==> src/rtl/xpt_sequencer_if.sv <==
// Bus between xpt_sequencer and its downstream instruction decoders.
// master = sequencer side, slave = decoder/memory side.
interface xpt_sequencer_if #(
    parameter int unsigned XPT_WIDTH  = 4,
    parameter int unsigned DATA_WIDTH = 8
);
    logic [DATA_WIDTH-1:0] MEM_Data;
    logic                  MEM_Ready;
    logic                  MEM_Wait;
    logic                  OP_Load;
    logic                  Req_Reset_XPT;
    logic                  Req_Set_CM1;
    logic                  Req_Reset_ITABLE;
    logic                  Req_Ophd;

    logic [XPT_WIDTH-1:0]  XPT;
    logic [XPT_WIDTH-1:0]  notXPT;
    logic [DATA_WIDTH-1:0] ITABLE;
    logic [DATA_WIDTH-1:0] notITABLE;
    logic                  OP7;
    logic                  notOP7;
    logic [DATA_WIDTH-1:0] OP;
    logic                  CM1;
    logic                  Decoder_enable;
    logic                  XPT_Overflow;

    modport master (
        input  MEM_Data, MEM_Ready, MEM_Wait, OP_Load,
               Req_Reset_XPT, Req_Set_CM1, Req_Reset_ITABLE, Req_Ophd,
        output XPT, notXPT, ITABLE, notITABLE, OP7, notOP7, OP,
               CM1, Decoder_enable, XPT_Overflow
    );

    modport slave (
        output MEM_Data, MEM_Ready, MEM_Wait, OP_Load,
               Req_Reset_XPT, Req_Set_CM1, Req_Reset_ITABLE, Req_Ophd,
        input  XPT, notXPT, ITABLE, notITABLE, OP7, notOP7, OP,
               CM1, Decoder_enable, XPT_Overflow
    );
endinterface

==> src/rtl/xpt_sequencer.sv <==
// Execution-phase sequencer: owns XPT step counter, ITABLE, OP and CM1.
// Optional macro XPT_WATCHDOG_EN: overflow aborts to FETCH with a one-cycle flag pulse.
module xpt_sequencer #(
    parameter int unsigned           XPT_WIDTH   = 4,
    parameter int unsigned           DATA_WIDTH  = 8,
    parameter logic [DATA_WIDTH-1:0] ITABLE_IDLE = '0
) (
    input logic CLK,
    input logic RESET,
    xpt_sequencer_if.master bus
);
    typedef enum logic {FETCH, EXEC} state_t;

    state_t                state, state_nxt;
    logic [XPT_WIDTH-1:0]  xpt, xpt_nxt;
    logic [DATA_WIDTH-1:0] itable, itable_nxt;
    logic [DATA_WIDTH-1:0] op, op_nxt;
    logic                  ovf, ovf_nxt;

    always_ff @(posedge CLK) begin
        if (RESET) begin
            state  <= FETCH;
            xpt    <= '0;
            itable <= ITABLE_IDLE;
            op     <= '0;
            ovf    <= 1'b0;
        end else begin
            state  <= state_nxt;
            xpt    <= xpt_nxt;
            itable <= itable_nxt;
            op     <= op_nxt;
            ovf    <= ovf_nxt;
        end
    end

    always_comb begin
        state_nxt  = state;
        xpt_nxt    = xpt;
        itable_nxt = itable;
        op_nxt     = op;
`ifdef XPT_WATCHDOG_EN
        ovf_nxt    = 1'b0;
`else
        ovf_nxt    = ovf;
`endif
        case (state)
            FETCH: begin
                if (bus.MEM_Ready) begin
                    itable_nxt = bus.MEM_Data;
                    xpt_nxt    = '0;
                    state_nxt  = EXEC;
                end
            end
            EXEC: begin
                if (bus.OP_Load && bus.MEM_Ready)
                    op_nxt = bus.MEM_Data;
                if (bus.Req_Reset_XPT) begin
                    xpt_nxt = '0;
                    if (bus.Req_Reset_ITABLE)
                        itable_nxt = ITABLE_IDLE;
                    // Overlapped fetch beats both the ITABLE reset and the return to FETCH
                    if (bus.Req_Ophd && bus.MEM_Ready)
                        itable_nxt = bus.MEM_Data;
                    else if (bus.Req_Set_CM1)
                        state_nxt = FETCH;
                end else if (!bus.MEM_Wait) begin
                    if (xpt == '1) begin
`ifdef XPT_WATCHDOG_EN
                        xpt_nxt    = '0;
                        itable_nxt = ITABLE_IDLE;
                        state_nxt  = FETCH;
                        ovf_nxt    = 1'b1;
`else
                        ovf_nxt    = 1'b1;
`endif
                    end else begin
                        xpt_nxt = xpt + 1'b1;
                    end
                end
            end
        endcase
    end

    assign bus.XPT            = xpt;
    assign bus.notXPT         = ~xpt;
    assign bus.ITABLE         = itable;
    assign bus.notITABLE      = ~itable;
    assign bus.OP             = op;
    assign bus.OP7            = op[DATA_WIDTH-1];
    assign bus.notOP7         = ~op[DATA_WIDTH-1];
    assign bus.CM1            = (state == FETCH);
    assign bus.Decoder_enable = (state == EXEC);
    assign bus.XPT_Overflow   = ovf;
endmodule

==> src/flat_wrapper.sv <==
// flat-port wrapper written by rule: the top's interface ports become plain ports
module xpt_sequencer_flat 
#(
    parameter int unsigned           XPT_WIDTH   = 4,
    parameter int unsigned           DATA_WIDTH  = 8,
    parameter logic [DATA_WIDTH-1:0] ITABLE_IDLE = '0
)
  (CLK, RESET, bus_MEM_Data, bus_MEM_Ready, bus_MEM_Wait, bus_OP_Load, bus_Req_Reset_XPT, bus_Req_Set_CM1, bus_Req_Reset_ITABLE, bus_Req_Ophd, bus_XPT, bus_notXPT, bus_ITABLE, bus_notITABLE, bus_OP7, bus_notOP7, bus_OP, bus_CM1, bus_Decoder_enable, bus_XPT_Overflow);
  xpt_sequencer_if #(.XPT_WIDTH(XPT_WIDTH), .DATA_WIDTH(DATA_WIDTH)) bus_i ();
  input logic CLK;
  input logic RESET;
  input wire logic [$bits(bus_i.MEM_Data)-1:0] bus_MEM_Data;
  input wire logic [$bits(bus_i.MEM_Ready)-1:0] bus_MEM_Ready;
  input wire logic [$bits(bus_i.MEM_Wait)-1:0] bus_MEM_Wait;
  input wire logic [$bits(bus_i.OP_Load)-1:0] bus_OP_Load;
  input wire logic [$bits(bus_i.Req_Reset_XPT)-1:0] bus_Req_Reset_XPT;
  input wire logic [$bits(bus_i.Req_Set_CM1)-1:0] bus_Req_Set_CM1;
  input wire logic [$bits(bus_i.Req_Reset_ITABLE)-1:0] bus_Req_Reset_ITABLE;
  input wire logic [$bits(bus_i.Req_Ophd)-1:0] bus_Req_Ophd;
  output wire logic [$bits(bus_i.XPT)-1:0] bus_XPT;
  output wire logic [$bits(bus_i.notXPT)-1:0] bus_notXPT;
  output wire logic [$bits(bus_i.ITABLE)-1:0] bus_ITABLE;
  output wire logic [$bits(bus_i.notITABLE)-1:0] bus_notITABLE;
  output wire logic [$bits(bus_i.OP7)-1:0] bus_OP7;
  output wire logic [$bits(bus_i.notOP7)-1:0] bus_notOP7;
  output wire logic [$bits(bus_i.OP)-1:0] bus_OP;
  output wire logic [$bits(bus_i.CM1)-1:0] bus_CM1;
  output wire logic [$bits(bus_i.Decoder_enable)-1:0] bus_Decoder_enable;
  output wire logic [$bits(bus_i.XPT_Overflow)-1:0] bus_XPT_Overflow;
  assign bus_i.MEM_Data = bus_MEM_Data;
  assign bus_i.MEM_Ready = bus_MEM_Ready;
  assign bus_i.MEM_Wait = bus_MEM_Wait;
  assign bus_i.OP_Load = bus_OP_Load;
  assign bus_i.Req_Reset_XPT = bus_Req_Reset_XPT;
  assign bus_i.Req_Set_CM1 = bus_Req_Set_CM1;
  assign bus_i.Req_Reset_ITABLE = bus_Req_Reset_ITABLE;
  assign bus_i.Req_Ophd = bus_Req_Ophd;
  assign bus_XPT = bus_i.XPT;
  assign bus_notXPT = bus_i.notXPT;
  assign bus_ITABLE = bus_i.ITABLE;
  assign bus_notITABLE = bus_i.notITABLE;
  assign bus_OP7 = bus_i.OP7;
  assign bus_notOP7 = bus_i.notOP7;
  assign bus_OP = bus_i.OP;
  assign bus_CM1 = bus_i.CM1;
  assign bus_Decoder_enable = bus_i.Decoder_enable;
  assign bus_XPT_Overflow = bus_i.XPT_Overflow;
  xpt_sequencer #(.XPT_WIDTH(XPT_WIDTH), .DATA_WIDTH(DATA_WIDTH), .ITABLE_IDLE(ITABLE_IDLE)) u_core (.CLK(CLK), .RESET(RESET), .bus(bus_i));
endmodule
==> config.mk <==
export PLATFORM = sky130hd
export DESIGN_NAME = xpt_sequencer_flat
export DESIGN_NICKNAME = d
export VERILOG_FILES = /design/src/rtl/xpt_sequencer_if.sv /design/src/rtl/xpt_sequencer.sv /design/src/flat_wrapper.sv
export SDC_FILE = /design/constraint.sdc
export NUM_CORES = 1
export LEC_CHECK = 0
export ABC_AREA = 1
export BUFFER_PORTS_ARGS = -buffer_cell sky130_fd_sc_hd__buf_2
export CORE_AREA = 3 3 48 59
export DETAILED_ROUTE_END_ITERATION = 10
export DIE_AREA = 0 0 51 62
export PLACE_DENSITY = 0.86
export SLEW_MARGIN = 20
export SYNTH_ARGS = -nofsm -noshare
export SYNTH_HDL_FRONTEND = slang
export SYNTH_SLANG_ARGS = --single-unit
export TNS_END_PERCENT = 20
==> constraint.sdc <==
create_clock -name CLK -period 1.45 [get_ports CLK]
set_input_delay 0.2175 -clock CLK [delete_from_list [all_inputs] [get_ports CLK]]
set_output_delay 0.2175 -clock CLK [all_outputs]
set_load 0.02 [all_outputs]
[After elaboration in Yosys (flattened, before gate mapping)]
Index checks and enable logic that the tools add are counted.
Cells by class
  equality and inequality tests: 6
  muxes and demuxes: 15
  add/sub/neg operators: 1
  bitwise gates (word level): 6
  reductions and logical operators: 6
Operators by type and width (number)
  2-to-1 mux 8 bit: 4
  2-to-1 mux 4 bit: 4
  one-hot mux 8 bit (2 select lines): 1
  != test 3 bit, second input constant: 3
  inverter 8 bit: 1
  one-hot mux 4 bit (2 select lines): 1
  AND reduction 3 bit: 2
  adder 4 x 1 -> 4 bit, second input constant: 1
  equality test 4 bit, second input constant: 1
  2-to-1 mux 1 bit: 4
  != test 2 bit, second input constant: 2
  inverter 1 bit: 4
  inverter 4 bit: 1
  AND reduction 4 bit: 1
  logical AND 1 bit: 2
  one-hot mux 1 bit (2 select lines): 1
  AND reduction 2 bit: 1
Word-level totals
  register bits: 22
  logic and storage cells: 39
  input port bits: 17
  output and inout bits: 37

[Longest topological paths before layout]
Gate-level depths: netlist of run 1.
  word-level depth: 5
  depth in mapped cells: 8

[Worst setup path after synthesis of run 1]
No wires, ideal clock.
  kind: reg-to-reg
  from: register u_core.xpt[1] (netlist: u_core.bus.XPT[1])
  to: register u_core.xpt[3] (netlist: u_core.bus.XPT[3])
  data required time: 1336 ps
  data arrival time: 1148 ps
  path slack: 188 ps
  stages on the path, launching flop included: 9
  clock period less this slack: 1262 ps
  setup time: 114 ps
  path through: dfxtp_1 ha_1 nand3_1 nand2_2 nand2_4 nand2_1 nand2_1 nand2_1 nor2_1
On the way
  word-level cells in the longest chain between the ends: 5
  elaborated cells on any way between the ends: 8
  classes of those cells: 1 x add/sub; 2 x eq/ne; 4 x mux; 1 x reduce/logical
Ends and longest elaborated chain
  start, declared: line xpt_sequencer.sv:15  | logic [XPT_WIDTH-1:0] xpt, xpt_nxt;
  start signal, assigned: line xpt_sequencer.sv:29  | xpt <= xpt_nxt;
  adder 4 x 1 -> 4 bit: line xpt_sequencer.sv:77  | xpt_nxt = xpt + 1'b1;
  2-to-1 mux 4 bit: line xpt_sequencer.sv:67  | if (xpt == '1) begin
  2-to-1 mux 4 bit: line xpt_sequencer.sv:66  | end else if (!bus.MEM_Wait) begin
  2-to-1 mux 4 bit: line xpt_sequencer.sv:57  | if (bus.Req_Reset_XPT) begin
  one-hot mux 4 bit (2 select lines): line xpt_sequencer.sv:46  | case (state)
Parallel ways exist; a longest one is shown, timed or not. The select of a mux whose other input is x is not followed.
A chain may end at the register's enable or synchronous reset.

[Worst setup path in the final report of run 1]
  from: register u_core.state (netlist: u_core.bus.Decoder_enable)
  to: output bus_CM1
On the way
  word-level cells in the longest chain between the ends: 1
Ends and longest elaborated chain
  start, declared: line xpt_sequencer.sv:14  | state_t state, state_nxt;
  start signal, assigned: line xpt_sequencer.sv:28  | state <= state_nxt;
  inverter 1 bit: line xpt_sequencer.sv:91  | assign bus.CM1 = (state == FETCH);
  end, declared: line flat_wrapper.sv:27  | output wire logic [$bits(bus_i.CM1)-1:0] bus_CM1;
Every way passes these cells.

==> results of run 1 <==
metal layers:
layer	wire length, microns	vias up
met5	0	-
met4	15	0
met3	189	4
met2	1184	38
met1	968	475
li1	-	551
final cells by class:
cell class	count	area [sq um]
fill	244	975.9
sequential	22	440.4
multi-input combinational	88	434.2
timing repair buffer	55	280.3
inverter	26	100.1
tap	31	38.79
clock buffer	4	36.28
registers in the layout, summed over array words and instances (netlist names):
name                       count
u_core.bus.OP                  8
u_core.bus.XPT                 4
u_core.bus.XPT_Overflow        1
u_core.bus.Decoder_enable      1
u_core.bus.ITABLE              8
cells in the mapped netlist:
master,count,area (sq um)
nand2_1,29,108.9
inv_1,24,90.09
dfxtp_1,22,440.4
a21oi_1,20,100.1
nand3_1,14,70.07
o21ai_0,9,45.04
nor2_1,5,18.77
nand2_4,3,33.78
nor3_1,3,15.01
nand2_2,2,12.51
buf_2,1,5.000
buf_4,1,7.510
clkbuf_1,1,3.750
ha_1,1,12.51
inv_2,1,3.750
inv_4,1,6.260
nand3b_2,1,11.26
nor2_2,1,6.260
final timing paths:
path | from | end | slack (ns) | depth (start not counted)
setup / recovery | u_core.bus.Decoder_enable$_SDFF_PP0_ | bus_CM1 | 0.18 | 2
hold / removal | RESET | u_core.bus.Decoder_enable$_SDFF_PP0_ | 0.11 | 2
setup reg to reg | u_core.bus.XPT[1]$_SDFFE_PP0P_ | u_core.bus.XPT[3]$_SDFFE_PP0P_ | 0.21 | 8
hold reg to reg | u_core.bus.OP[1]$_SDFFE_PP0P_ | u_core.bus.OP[1]$_SDFFE_PP0P_ | 0.45 | 2
power breakdown:
| part | internal, mW | switching, mW |
|---|---|---|
| clock | 0.153 | 0.175 |
| sequential | 0.644 | 0.0230 |
| combinational | 0.116 | 0.230 |
stage by stage:
| stage | utilization, % | std cells | worst slack [ns] | hold slack (ns) |
|---|---|---|---|---|
| 6_report | 57.68 | 226 | 0.1840 | 0.1130 |
| 5_1_grt | 57.68 | 226 | 0.08909 | 0.1143 |
| 4_1_cts | 57.68 | 226 | 0.1773 | 0.1024 |
| 3_5_place_dp | 56.10 | 222 | 0.2295 | 0.4331 |
| 3_3_place_gp | 56.10 | 222 | 0.2526 | 0.4304 |
| 2_1_floorplan | - | 139 | 0.1884 | 0.2866 |
critical path: cells and delay by family, from the launching register on:
kind | cells | cell delay (ns)
DFF | 1 | 0.48
buffers and inverters | 2 | 0.27
kinds of logic after synthesis:
group / Yosys count / synth area share [%]
buffers and inverters: 29 / 11.74
and+or+nand+nor: 58 / 27.90
DFF: 22 / 44.44
adders and majority gates: 1 / 1.262
AOI/OAI and AO/OA: 29 / 14.65
==> flow_metrics.tcl, run 1 <==
set metrics [dict create \
    slew_violations 0 \
    min_path_type "in2reg" \
    row_count 19 \
    via_per_inst 4.726 \
    nets 214 \
    power.density_nw_per_um2 1009 \
    placed_area_sq_um 1294 \
    slowest_stage "dfxtp_1" \
    grt_use_total_pct 15.68 \
    cp_data_required_time_ns 1.23 \
    ant_nets 0 \
    root_buffer "clkbuf_4" \
    dieWidth_microns 51 \
    maxSlewHeadroom_pct 83.01 \
    synth_cell_type_count 18 \
    yosysWarningCount 0 \
    ir_drop_uv 614.5 \
    met3_usage_pct 2.864 \
    fin_skew_ns 0.001623 \
    cts_buffers 3 \
    min_period_ns 1.266 \
    cp_data_arrival_time_ns 1.05 \
    crit_fanout 7 \
    dieArea_sq_um 3162 \
    ys_seq_area_share_pct 44.44 \
    antenna_cells 0 \
    tns_ns 0 \
    status "finished, final reports clean" \
    routed_wl_mm 2.358 \
    ys_ff_latch 22 \
    final_layout_size_suffix_gt1_share_pct 34.87 \
    die_y_microns 62 \
    grt_pass1_vias 936 \
    post_cts_resized 0 \
    timing.final.crit_share_pct 87.31 \
    drt-pass1-iter-count 4 \
    use_met1_pct 18.18 \
    grt.busiest_layer "met2" \
    finalHoldViolations 0 \
    critPathCaptureType "output port" \
    final_cell_area_sq_um 1330 \
    cts_tree "done" \
    io_pins 54 \
    cts_hold_buffers 0 \
    place_congestion 0.7781 \
    tightest_slew_ns 0.2545 \
    grt_use_met2_pct 28.91 \
    drt_iter0_drc 12 \
    rsz0062_at_grt "false" \
    syn-cell-area_sq_um 991.0 \
    clk_latency_ns 0.30 \
    grt_max_degree 17 \
    power_mw 1.341 \
    crit_chain "inv_2 > buf_2" \
    power.leakage_nw 0.6748 \
    core_area_sq_um 2306 \
    maxCapViolCount 0 \
    io_buffers 53 \
    maxClockFrequency_ghz 0.7899 \
    synth_cells 139 \
    cts_buffer_depth 2 \
    crit_path_max_incr_delay_ns 0.48 \
    synth_nets 157 \
    finalSetupViolations 0 \
    cts_sinks 22 \
    grt_pass1_wl_mm 3.815 \
    post_synth.cell_area_avg_sq_um 7.129 \
    clk_pin_slew_worst_paths_ns 0.12 \
    dpl.hpwl_mm 1.919 \
    wl_per_cell_microns 10.43 \
    layout_commonest_cell "buf_2" \
    post-cts-setup-buffer-count 0 \
    critPathKind "reg2out" \
    grt_remaining_overflow 0 \
    final_cell_mix "53 x buf_2, 29 x nand2_1, 24 x inv_1" \
    start_util_pct 42.97 \
    htreeDepth 1 \
    crit_path_start_kind "flip-flop" \
    vias 1068 \
    antenna_found_initial 0 \
    route.detailed.drc 0 \
    synthToLayoutAreaGrowth_pct 34.22 \
]
(Power assumes the default switching activity.)
==> inputs of run 2 (changes only) <==
CORE_AREA = 3 3 47 58   (was 3 3 48 59)
CTS_BUF_LIST = sky130_fd_sc_hd__clkbuf_4   (was unset)
DIE_AREA = 0 0 50 61   (was 0 0 51 62)
PLACE_DENSITY = 0.89   (was 0.86)
==> run 2 against run 1 <==
Worst setup slack lost 0.0039 ns; hold slack lost 0.011 ns; maximum frequency shrank 0.31%; clock power shrank 17%; flip-flop and latch count is the same; design area shrank 0.75%; cell count is the same; first-iteration DRC count grew 75%; count of clock-buffer cells in the layout shrank 1; critical path depth is the same; largest power group unchanged.
==> flow_metrics.tcl, run 2 (same netlist as run 1, synthesis figures left out) <==
set metrics [dict create \
    final_cell_mix "53 x buf_2, 29 x nand2_1, 24 x inv_1" \
    grt_remaining_overflow 0 \
    critPathCaptureType "output port" \
    ant_nets 0 \
    placed_area_sq_um 1294 \
    drt-pass1-iter-count 4 \
    grt_use_total_pct 15.99 \
    cp_num_buf_inv 2 \
    maxCapViolCount 0 \
    clk_pin_slew_worst_paths_ns 0.12 \
    route.detailed.drc 0 \
    critPathKind "reg2out" \
    die_y_microns 61 \
    cts_hold_buffers 0 \
    seqPwrFrac_pct 51.9 \
    crit_path_max_incr_delay_ns 0.48 \
    htreeDepth 1 \
    synthToLayoutAreaGrowth_pct 33.21 \
    io_buffers 53 \
    crit_fanout 7 \
    via_per_inst 4.668 \
    rsz0062_at_grt "false" \
    ir_drop_uv 629.1 \
    fillers 210 \
    fin_skew_ns 0.002894 \
    multi_input_area_sq_um 434.2 \
    io_pins 54 \
    post_cts_resized 0 \
    switchingPower_uw 424.2 \
    layout_commonest_cell "buf_2" \
    place_congestion 0.8336 \
    timing.final.crit_share_pct 87.58 \
    grt_pass1_wl_mm 3.726 \
    slew_violations 0 \
    comb_power_share_pct 26.9 \
    wl_per_cell_microns 10.20 \
    cts_sinks 22 \
    grt_pass1_vias 935 \
    crit_chain "inv_2 > buf_2" \
    final_core_util_pct 58.45 \
    cts_tree "done" \
    nets 214 \
    status "finished, final reports clean" \
    final_layout_size_suffix_gt1_share_pct 34.36 \
    tightest_slew_ns 0.3182 \
    finalHoldViolations 0 \
    p_int_uw 860.2 \
    timing.hold.ws_ns 0.1024 \
    core_area_sq_um 2258 \
    dieWidth_microns 50 \
    final_cell_area_sq_um 1320 \
    row_count 19 \
    min_period_ns 1.270 \
    antenna_found_initial 0 \
    cts_buffer_depth 2 \
    post-cts-setup-buffer-count 0 \
    tns_ns 0 \
    maxSlewHeadroom_pct 78.76 \
    min_path_type "in2reg" \
    routed_wl_mm 2.306 \
    cp_data_arrival_time_ns 1.05 \
    clk_latency_ns 0.30 \
    swShare_pct 33.03 \
    maxClockFrequency_ghz 0.7874 \
    vias 1055 \
    slowest_stage "dfxtp_1" \
    cts_buffers 3 \
    pwr-share-clk_pct 21.3 \
    crit_path_start_kind "flip-flop" \
    dieArea_sq_um 3050 \
    grt_max_degree 17 \
    power.density_nw_per_um2 973.1 \
    drt_iter0_drc 21 \
    power.leakage_nw 0.6692 \
    regArea_sq_um 440.4 \
    start_util_pct 43.88 \
    cp_data_required_time_ns 1.23 \
    antenna_cells 0 \
    finalSetupViolations 0 \
    critPathTopFamily "flip-flops" \
    dpl.hpwl_mm 1.916 \
    root_buffer "clkbuf_4" \
]
[run 2: cell type report]
cell class	instances	area share, %
multi-input cells	88	32.89
repair buffers	55	21.23
inverters	26	7.583
clock buffers	3	1.706
clock inverters	1	0.2844
well taps	31	2.938
flip-flops and latches	22	33.36
[run 2: final timing paths]
path,from,slack (ns),end,cells past startpoint
worst max-delay path,u_core.bus.Decoder_enable$_SDFF_PP0_,0.18,bus_CM1,2
worst min-delay path,RESET,0.10,u_core.bus.XPT[2]$_SDFFE_PP0P_,2
worst max register to register,u_core.bus.XPT[0]$_SDFFE_PP0P_,0.25,u_core.bus.XPT[3]$_SDFFE_PP0P_,8
worst min register to register,u_core.bus.OP[0]$_SDFFE_PP0P_,0.45,u_core.bus.OP[0]$_SDFFE_PP0P_,2
[run 2: metal layers]
layer | vias up | share of wire [%] | track usage (%)
li1 | 550 | - | -
met1 | 460 | 39 | 16.57
met2 | 43 | 53 | 30.78
met3 | 2 | 7.2 | 3.686
met4 | 0 | 0.43 | 6.719
met5 | - | 0 | 0
[run 2: metrics by stage]
step / power (mW) / std cells / setup slack (ns)
after floorplan: 0.9050 / 139 / 0.1884
after CTS: 1.303 / 226 / 0.1605
final: 1.284 / 226 / 0.1800
after global placement: 1.022 / 222 / 0.2814
after global routing: 1.373 / 226 / 0.09385
after detailed placement: 1.029 / 222 / 0.2578
[run 2: power by group through the flow]
stage	logic (mW)	registers, mW	clock network (mW)
6_report	0.345	0.666	0.273
5_1_grt	0.384	0.671	0.318
3_5_place_dp	0.349	0.680	0
3_3_place_gp	0.343	0.679	0
2_1_floorplan	0.176	0.729	0
4_1_cts	0.349	0.667	0.286
==> inputs of run 3 (changes only) <==
clock period = 1.4 ns   (was 1.45 ns; I/O delays follow)
==> run 3 against run 2 <==
Die area did not move; non-clock buffer count unchanged; combinational power grew 3%; first-iteration DRC count fell by 19%; global-route usage down 0.69 points; largest cell class unchanged; clock power up 3%; sequential power is 3.6% higher; routed wire length decreased by 1.1%; total power is 3.4% higher; worst setup slack got worse by 0.045 ns; sequential share of layout area is the same.
==> flow_metrics.tcl, run 3 (same netlist as run 1, synthesis figures left out) <==
set metrics [dict create \
    dpl.hpwl_mm 1.902 \
    io_pins 54 \
    cts_sinks 22 \
    ir_drop_uv 635.8 \
    min_path_type "in2reg" \
    cp_data_arrival_time_ns 1.06 \
    grt_max_degree 17 \
    drt-pass1-iter-count 4 \
    start_util_pct 43.88 \
    power.density_nw_per_um2 1006 \
    via_per_inst 4.704 \
    wl_per_cell_microns 10.09 \
    tightest_slew_ns 0.3002 \
    maxSlewHeadroom_pct 79.97 \
    routed_wl_mm 2.280 \
    core_area_sq_um 2258 \
    die_y_microns 61 \
    finalHoldViolations 0 \
    critPathKind "reg2out" \
    multi_input_area_sq_um 434.2 \
    io_buffers 53 \
    fin_skew_ns 0.003596 \
    grt_remaining_overflow 0 \
    status "finished, final reports clean" \
    slew_violations 0 \
    grt_use_total_pct 15.30 \
    vias 1063 \
    final_layout_size_suffix_gt1_share_pct 34.36 \
    cp_data_required_time_ns 1.19 \
    place_congestion 0.8340 \
    ant_nets 0 \
    maxCapViolCount 0 \
    route.detailed.drc 0 \
    post_cts_resized 0 \
    htreeDepth 1 \
    root_buffer "clkbuf_4" \
    row_count 19 \
    cts_tree "done" \
    tns_ns 0 \
    cts_hold_buffers 0 \
    final.setup.worst_slack_ns 0.1348 \
    final_cell_mix "53 x buf_2, 29 x nand2_1, 24 x inv_1" \
    cts_buffer_depth 2 \
    synthToLayoutAreaGrowth_pct 33.21 \
    grt_pass1_wl_mm 3.601 \
    antenna_cells 0 \
    maxClockFrequency_ghz 0.7904 \
    preCtsSetupSlack_ns 0.2005 \
    finalSetupViolations 0 \
    min_period_ns 1.265 \
    crit_path_start_kind "flip-flop" \
    antenna_found_initial 0 \
    post-cts-setup-buffer-count 0 \
    nets 214 \
    drt_iter0_drc 17 \
    clk_latency_ns 0.29 \
    cts_buffers 3 \
    dieWidth_microns 50 \
    dieArea_sq_um 3050 \
    rsz0062_at_grt "false" \
    critPathCaptureType "output port" \
    timing.final.crit_share_pct 90.37 \
    power.leakage_nw 0.6692 \
    grt_pass1_vias 931 \
    layout_commonest_cell "buf_2" \
    clk_pin_slew_worst_paths_ns 0.12 \
    fillers 222 \
    crit_fanout 7 \
    regArea_sq_um 440.4 \
]
[run 3: report_power, final]
group / internal, mW / switching [mW] / leakage, nW / total, mW
Combinational: 0.121 / 0.237 / 0.473 / 0.357
Sequential: 0.667 / 0.0230 / 0.180 / 0.690
Clock: 0.104 / 0.178 / 0.0154 / 0.281
[run 3: layer usage]
layer | vias up | global-route usage [%] | share of wire (%)
met5 | - | 0 | 0
met2 | 40 | 30.22 | 53
li1 | 552 | - | -
met4 | 0 | 5.929 | 0.44
met3 | 2 | 3.440 | 7.6
met1 | 469 | 15.49 | 39
[run 3: final timing paths]
check / start / depth (start not counted) / slack, ns / end
worst max-delay path: u_core.bus.Decoder_enable$_SDFF_PP0_ / 2 / 0.13 / bus_CM1
worst min register to register: u_core.bus.OP[0]$_SDFFE_PP0P_ / 2 / 0.45 / u_core.bus.OP[0]$_SDFFE_PP0P_
worst max register to register: u_core.bus.XPT[1]$_SDFFE_PP0P_ / 8 / 0.19 / u_core.bus.XPT[3]$_SDFFE_PP0P_
worst min-delay path: RESET / 2 / 0.10 / u_core.bus.XPT[2]$_SDFFE_PP0P_
[run 3: cell type report]
| cell class | count | area share [%] |
|---|---|---|
| clock buffer | 3 | 1.706 |
| tap | 31 | 2.938 |
| inverter | 26 | 7.583 |
| clock inverter | 1 | 0.2844 |
| timing repair buffer | 55 | 21.23 |
| sequential | 22 | 33.36 |
| multi-input combinational | 88 | 32.89 |
[run 3: metrics by stage]
| stage | power [mW] | instance area, sq um | instances | hold slack, ns | utilization, % |
|---|---|---|---|---|---|
| 6_report | 1.328 | 1320 | 226 | 0.1029 | 58.45 |
| 5_1_grt | 1.412 | 1320 | 226 | 0.08805 | 58.45 |
| 4_1_cts | 1.348 | 1320 | 226 | 0.08900 | 58.45 |
| 3_5_place_dp | 1.066 | 1294 | 222 | 0.4213 | 57.29 |
| 3_3_place_gp | 1.059 | 1294 | 222 | 0.4224 | 57.29 |
| 2_1_floorplan | 0.9374 | 991.0 | 139 | 0.2791 | - |
[run 3: worst max-delay path, stage by stage (launching register included)]
cell and delay [ns]:
dfxtp_1 0.48, inv_2 0.10, buf_2 0.18
